<file path="src/rtl/gpr_dual.sv">
// Dual-read, dual-write register file with optional hardwired zero entry,
// same-cycle write forwarding and a registered write-collision flag.
module gpr_dual #(
    parameter int              DW      = 32,
    parameter int              AW      = 5,
    parameter int              ZERO_R0 = 1,
    parameter int              BYPASS  = 1,
    parameter int              GP_IDX  = 28,
    parameter logic [DW-1:0]   GP_INIT = DW'(32'h1800),
    parameter int              SP_IDX  = 29,
    parameter logic [DW-1:0]   SP_INIT = DW'(32'h2ffc)
) (
    input  logic          clk,
    input  logic          reset,
    input  logic [AW-1:0] A1,
    input  logic [AW-1:0] A2,
    input  logic [AW-1:0] A3,
    input  logic [DW-1:0] WD,
    input  logic          RegWr,
    input  logic [AW-1:0] A4,
    input  logic [DW-1:0] WD2,
    input  logic          RegWr2,
    output logic [DW-1:0] RD1,
    output logic [DW-1:0] RD2,
    output logic          wr_conflict
);

    localparam int DEPTH = 2 ** AW;
    localparam logic [AW-1:0] GP_A = AW'(GP_IDX);
    localparam logic [AW-1:0] SP_A = AW'(SP_IDX);

    typedef logic [DEPTH-1:0][DW-1:0] image_t;

    // SP is applied last so it wins when both pointers share an index.
    function automatic image_t reset_image();
        image_t img;
        img       = '0;
        img[GP_A] = GP_INIT;
        img[SP_A] = SP_INIT;
        return img;
    endfunction

    localparam image_t IMAGE = reset_image();

    // Entries are held as the difference from the reset image, so an
    // all-zero storage state (reset or power-up) reads back as the image.
    image_t delta;
    logic   conflict_q;
    logic   eff1;
    logic   eff2;
    logic   collide;

    always_comb begin
        eff1    = RegWr  && !reset && !((ZERO_R0 != 0) && (A3 == '0));
        eff2    = RegWr2 && !reset && !((ZERO_R0 != 0) && (A4 == '0));
        collide = eff1 && eff2 && (A3 == A4);
    end

    always_ff @(posedge clk) begin
        if (reset) begin
            delta      <= '0;
            conflict_q <= 1'b0;
        end else begin
            if (eff1) delta[A3] <= WD ^ IMAGE[A3];
            if (eff2) delta[A4] <= WD2 ^ IMAGE[A4];
            conflict_q <= collide;
        end
    end

    assign wr_conflict = conflict_q;

    // Port 2 forwarding is evaluated last so it wins over port 1.
    always_comb begin
        RD1 = delta[A1] ^ IMAGE[A1];
        RD2 = delta[A2] ^ IMAGE[A2];
        if (BYPASS != 0) begin
            if (eff1 && (A3 == A1)) RD1 = WD;
            if (eff2 && (A4 == A1)) RD1 = WD2;
            if (eff1 && (A3 == A2)) RD2 = WD;
            if (eff2 && (A4 == A2)) RD2 = WD2;
        end
        if ((ZERO_R0 != 0) && (A1 == '0)) RD1 = '0;
        if ((ZERO_R0 != 0) && (A2 == '0)) RD2 = '0;
    end

endmodule

</file>
<file path="config.mk">
export PLATFORM = sky130hd
export DESIGN_NAME = gpr_dual
export DESIGN_NICKNAME = d
export VERILOG_FILES = /design/src/rtl/gpr_dual.sv
export SDC_FILE = /design/constraint.sdc
export NUM_CORES = 2
export LEC_CHECK = 0
export BUFFER_PORTS_ARGS = -buffer_cell sky130_fd_sc_hd__buf_4
export CORE_MARGIN = 4
export CORE_UTILIZATION = 65
export CTS_BUF_LIST = sky130_fd_sc_hd__clkbuf_2
export DETAILED_ROUTE_END_ITERATION = 6
export MAX_ROUTING_LAYER = met4
export PLACE_DENSITY = 0.82
export SKIP_CTS_REPAIR_TIMING = 1
export SLEW_MARGIN = 20
export SYNTH_ARGS = -nofsm -noshare
export SYNTH_HDL_FRONTEND = slang
export SYNTH_SLANG_ARGS = --single-unit
</file>
<file path="constraint.sdc">
create_clock -name clk -period 4.4 [get_ports clk]
set_input_delay 0.88 -clock clk [delete_from_list [all_inputs] [get_ports clk]]
set_output_delay 0.88 -clock clk [all_outputs]
set_load 0.005 [all_outputs]
</file>
==> Yosys cells after proc, flatten, opt, wreduce, memory -nomap -nowiden <==
Memory sizes are Yosys's and may differ from the RTL's.
Cells that the tools add are included.
{ "word_totals": {"out_inout_bits": 65, "inputBits": 88, "word_cells": 94, "rom_bits": 4096, "regBits": 1025, "n_memories": 4} }
{ "op_classes": {"eq_ne": 5, "n_lt_le_gt_ge": 6, "mux": 23, "n_reduce_logical": 19, "bitwise": 4} }
{ "memory_table": {"columns": ["name", "depth", "word_bits", "rd", "rd_clocked_by_memory_dff", "write_ports", "line", "rtl"], "rows": [
  ["(name not given)", 32, 32, 1, 0, 0, "75", "RD2 = delta[A2] ^ IMAGE[A2];"],
  ["(name not given)", 32, 32, 1, 0, 0, "74", "RD1 = delta[A1] ^ IMAGE[A1];"],
  ["(name not given)", 32, 32, 1, 0, 0, "65", "if (eff2) delta[A4] <= WD2 ^ IMAGE[A4];"],
  ["(name not given)", 32, 32, 1, 0, 0, "64", "if (eff1) delta[A3] <= WD ^ IMAGE[A3];"]
]} }
{ "ops": {"columns": ["operator", "count"], "rows": [
  ["1024-bit 2-to-1 mux", 3],
  ["1024-bit bitwise mux", 2],
  ["32-bit 2-to-1 mux", 14],
  ["32-bit binary-select mux with 5-bit select", 2],
  ["32-bit demux with 5-bit select", 2],
  ["32-bit XOR", 4],
  ["5-bit == test", 5],
  ["5-bit by 6-bit < comparator with 1-bit output (second input constant)", 4],
  ["5-bit zero test", 4],
  ["1-bit logical AND", 12],
  ["5-bit by 1-bit greater-or-equal comparator with 1-bit output (second input constant)", 2],
  ["1-bit zero test", 3]
]} }

==> Longest topological paths before layout <==
{ "depth": {"word_depth": 9, "ltp_mapped": 10, "depth_no_buf": 6} }

==> Worst setup path before layout <==
Ideal clock, no wire load.
{ "synth_timing": {"kind": "input to output", "from": "input port A1[0]", "to": "output port RD1[19]", "required_time_ns": 3.520, "path_buffers": 4, "setup_slack_ns": 0.566, "path_stages": 8, "t_arrival_ns": 2.954, "path_cell_list": "buf_2 -> buf_6 -> buf_2 -> buf_2 -> mux4_2 -> mux4_2 -> mux2i_1 -> o21ai_1"} }
{ "synth_via": {"elab_chain_len": 6, "word_cells_on_any_way": 13, "cone_classes": "2 x eq/ne; 6 x mux; 1 x bitwise; 3 x reduce/logical; 1 x memory"} }
{ "synth_rtl": {"columns": ["element", "line", "rtl"], "rows": [
  ["from (decl)", "15", "input logic [AW-1:0] A1,"],
  ["memory 32 x 32 bit / 32-bit binary-select mux with 5-bit select (equally long branches)", null, null],
  ["32-bit 2-to-1 mux (implied by the code)", "74", null],
  ["32-bit XOR", "74", null],
  ["32-bit 2-to-1 mux", "77", "if (eff1 && (A3 == A1)) RD1 = WD;"],
  ["32-bit 2-to-1 mux", "78", "if (eff2 && (A4 == A1)) RD1 = WD2;"],
  ["32-bit 2-to-1 mux (*)", "82", "if ((ZERO_R0 != 0) && (A1 == '0)) RD1 = '0;"],
  ["to (decl)", "23", "output logic [DW-1:0] RD1,"]
]} }
Every way passes the cells marked *; elsewhere a longest branch is shown, timed or not. The select of a mux whose other input is x is not followed.

==> Final worst setup path <==
{ "layout_timing": {"from": "register delta[363] (netlist name)", "to": "output port RD1[11]"} }
{ "layout_via": {"elab_chain_len": 6} }
{ "layout_rtl": {"columns": ["element", "line", "rtl"], "rows": [
  ["from (decl)", "47", "image_t delta;"],
  ["from (signal, indexed assignment)", "64", null],
  ["from (signal, indexed assignment)", "65", null],
  ["32-bit binary-select mux with 5-bit select", "74", null],
  ["32-bit 2-to-1 mux (implied by the code)", "74", null],
  ["32-bit XOR", "74", null],
  ["32-bit 2-to-1 mux", "77", null],
  ["32-bit 2-to-1 mux", "78", null],
  ["32-bit 2-to-1 mux", "82", null]
]} }
No other way between the ends. The select of a mux whose other input is x is not followed.

==> key figures <==
Cells and area
  – Layout Cells excl Fill: 8235
  – Fin nets: 6849
  – FILL cells: 6383
  – Area Overhead vs Synth: 12.2%
  – Fraction of layout cells with a size suffix above 1: 26.4%
  – Final core utilization: 73.6%
  – Multi-input logic area: 39500 um2
  – Post-route cell area: 70000 um2
  – Reg area: 20600 um2

Setup path
  – Crit-path max FO: 3
  – Nature of the critical path endpoint: primary output
  – Buf/Inv on CP: 2
  – WP data arrival: 3960 ps
  – Crit start category: register
  – Largest delay share family, worst path: compound AO/OA/AOI/OAI gates
  – Reg2Reg Launch Point: delta[555]
  – Crit-path cells: mux4_2, nor3b_1, a311oi_4, a211oi_2, mux2i_1, a21oi_2, buf_4, buf_6
  – Worst R2R Path Depth: 5
  – Crit-path slowest cell: mux4_2
  – R2R setup slack: 2820 ps
  – WS Path Type: reg -> out
  – RR Endpoint: delta[555]
  – CP Data Required Time: 3520 ps
  – CP max stage delay: 480 ps

Yosys
  – Cell taking the most area after synthesis: dfxtp_1
  – Post-synth top area share: 32.9%
  – Synth Area in Compound Gates: 18.8%
  – Multiplexer share of the synthesized area: 28.3%
  – Post-Synth XOR/XNOR Area: 0.842%
  – Main synth FF type: dfxtp_1
  – FFs w/ async S/R, synth: 0%
  – Netlist Area Pre-Place: 62400 um2
  – Simple-Gate Fraction of Synth Area: 13.0%
  – Mapped Cells: 6770
  – Seq/Total Area, Yosys: 32.9%
  – Post-Synth Adder-Cell Area: 0%
  – Mapped Avg Cell Area: 9.21 um2
  – Post-synth EDFFs: 0
  – Post-synthesis cell type count: 55
  – Top post-synthesis cells by area: dfxtp_1 33%, mux4_2 21%, a211oi_1 7.5%, nor2_1 7.2%, mux2i_1 6.6%
  – Largest family of logic cells by synthesized area: multiplexers
  – Synth warn: 0
  – FF+latch count, synth: 1025
  – Syn Nets: 6858

Min path
  – Hold path start: A4[4]
  – Hold endpoint: delta[491]
  – Hold path cells: 6
  – Min-Delay Path Class: in -> reg

Routing
  – Vias per cell: 7.81
  – Drt pass-1 iters: 7
  – Routed via count: 64300
  – Total Wirelength: 258000 um
  – DRC Markers: 155
  – Antenna viol nets, final: 0
  – Initial DRC Count: 13300
  – Post-DR wirelength/cell: 31.3 um

Timing
  – Final Cycle Share: 110%
  – Final Setup Violations: 28
  – Slew Limit Fails: 0
  – Rel. slew slack: 15.1%
  – Setup TNS: -2720 ps
  – Final Hold Violating Endpoints: 3
  – Min Clock Period, post-route: 4840 ps
  – Worst hold margin: -46.3 ps
  – Final WS setup: -441 ps
  – Setup Skew: 0 ps
  – Max Freq: 207 MHz
  – RSZ-0062 raised after global routing: yes
  – Least-Margin Pin Slew: 1270 ps

Die
  – # IOs: 153
  – FP Rows: 113
  – Die H: 318 um
  – Core area: 95200 um2
  – Initial Utilization: 65.6%
  – Die area: 101000 um2
  – Die W: 318 um

Clock network
  – Reg clk slew, reported paths: 110 ps
  – H-Tree Depth: 5
  – Root Driver: clkbuf_2
  – CTS tree: built
  – CTS sink cnt: 1025
  – Clock latency on the worst-skew pair: 1670 ps
  – Deepest clock path buffer count: 4
  – Inserted Clock Buffers: 289

Global route
  – First-pass GRT wire length: 368000 um
  – Antenna violations before repair: 17
  – Pin count of the biggest net entering global routing: 250
  – Number of global-route vias before repair: 60500
  – Total Routing Usage GR: 49.0%
  – Global route overflow: 0

Placement
  – GP Congestion: 1.06
  – Post-Place Cell Area: 65400 um2
  – Port Buf Inserts: 152
  – Placed cells: 7616
  – Final HPWL DP: 151000 um

Pwr
  – VDD IR max: 0.261 mV
  – Power Density: 272 nW/um2
  – Leak: 23.3 nW

Status
  – Status: complete, but fails checks
  – Failing checks: DRC, hold timing, setup timing

Flow run
  – Reported max-cap violation count: 0
## Yosys cell counts, types with 12 or more instances
master / number
a21oi_1: 381
a211oi_1: 624
o21ai_0: 140
o21ai_1: 34
nand3b_1: 12
a311oi_1: 276
mux4_2: 590
mux2i_1: 411
clkbuf_1: 687
buf_4: 27
a22oi_1: 45
buf_1: 43
xnor2_1: 37
nor3_1: 22
nor2_1: 1194
o22ai_1: 61
mux2_2: 25
nand2_1: 678
nand3_1: 14
o211ai_1: 106
buf_2: 137
xor2_1: 23
o221ai_1: 16
dfxtp_1: 1025
nor2b_1: 39
## per-stage QoR
step	setup slack [ps]	total power, W
after CTS	-739	0.0186
after detailed placement	-84.2	0.0120
after global placement	-96.7	0.0120
after global routing	-373	0.0195
after floorplan	566	0.0111
final	-441	0.0191
## cells by family (layout without fill, tap and decap cells)
logic type             after synthesis  count (layout)
AO/OA/AOI/OAI                     1703            1703
XOR/XNOR                            60              60
buffers and inverters              914            1086
flip-flops                        1025            1025
multiplexers                      1026            1026
other                                0              28
AND/OR/NAND/NOR                   2042            2042
## routing by layer
| metal | wire (um) | share of wire, % | GRT usage (%) | vias to the layer above |
|---|---|---|---|---|
| met5 | 0 | 0 | - | - |
| met4 | 24900 | 9.6 | 35.9 | 0 |
| met3 | 50600 | 20 | 23.4 | 2267 |
| met2 | 102000 | 40 | 64.5 | 6881 |
| met1 | 80100 | 31 | 57.9 | 29900 |
| li1 | - | - | - | 25300 |
## state kept, by name, summed over array words and instances, names as in the netlist
| signal | flops |
|---|---|
| delta | 1024 |
| wr_conflict | 1 |
## final cells by class
cell class | count | area share [%]
tap | 1265 | 2.26
sequential | 1025 | 29.4
antenna | 28 | 0.100
clock inverter | 53 | 0.338
multi-input combinational | 4831 | 56.4
inverter | 4 | 0.0214
clock buffer | 419 | 3.00
timing repair buffer | 610 | 8.48
## placed cells by master (no fill, tap or decap), types with 15 or more instances in the layout
| cell type | instances |
|---|---|
| nor2_4 | 29 |
| mux4_2 | 590 |
| clkbuf_2 | 419 |
| dfxtp_1 | 949 |
| o21ai_2 | 15 |
| a211oi_1 | 620 |
| a22oi_1 | 45 |
| mux2i_1 | 390 |
| buf_12 | 75 |
| o22ai_2 | 17 |
| dfxtp_2 | 76 |
| xnor2_1 | 24 |
| diode_2 | 28 |
| nand2_1 | 647 |
| o21ai_0 | 139 |
| buf_4 | 397 |
| o211ai_1 | 106 |
| nor2_1 | 1169 |
| o22ai_1 | 36 |
| nor2b_1 | 38 |
| clkinv_1 | 36 |
| a311oi_1 | 275 |
| dlygate4sd3_1 | 119 |
| nand2_2 | 24 |
| mux2_2 | 20 |
| o21ai_1 | 19 |
| a21oi_1 | 371 |
## how the worst max path moves through the flow
stage / end / slack [ps] / depth (start not counted) / start
final: RD1[11] / -440 / 8 / delta[363]
after global routing: RD1[11] / -370 / 8 / delta[363]
after CTS: RD1[11] / -740 / 8 / delta[363]
after detailed placement: RD1[11] / -80 / 9 / A1[0]
after global placement: RD1[11] / -100 / 9 / A1[0]
after floorplan: RD1[19] / 570 / 8 / A1[0]
## worst reg2reg max path, stage by stage, from the launching register on
cell and delay (ps):
dfxtp_1 380, nor2_1 80, a211oi_1 280, a21oi_1 110, nor2_1 140, dlygate4sd3_1 550
## where the power goes
| part | internal [W] | total, W | switching (W) |
|---|---|---|---|
| Clock | 0.00256 | 0.00695 | 0.00439 |
| Sequential | 0.00937 | 0.00945 | 0.0000793 |
| Combinational | 0.000942 | 0.00265 | 0.00171 |
| Total | 0.0129 | 0.0191 | 0.00617 |
Note: power is estimated with default switching activity, not from simulation.
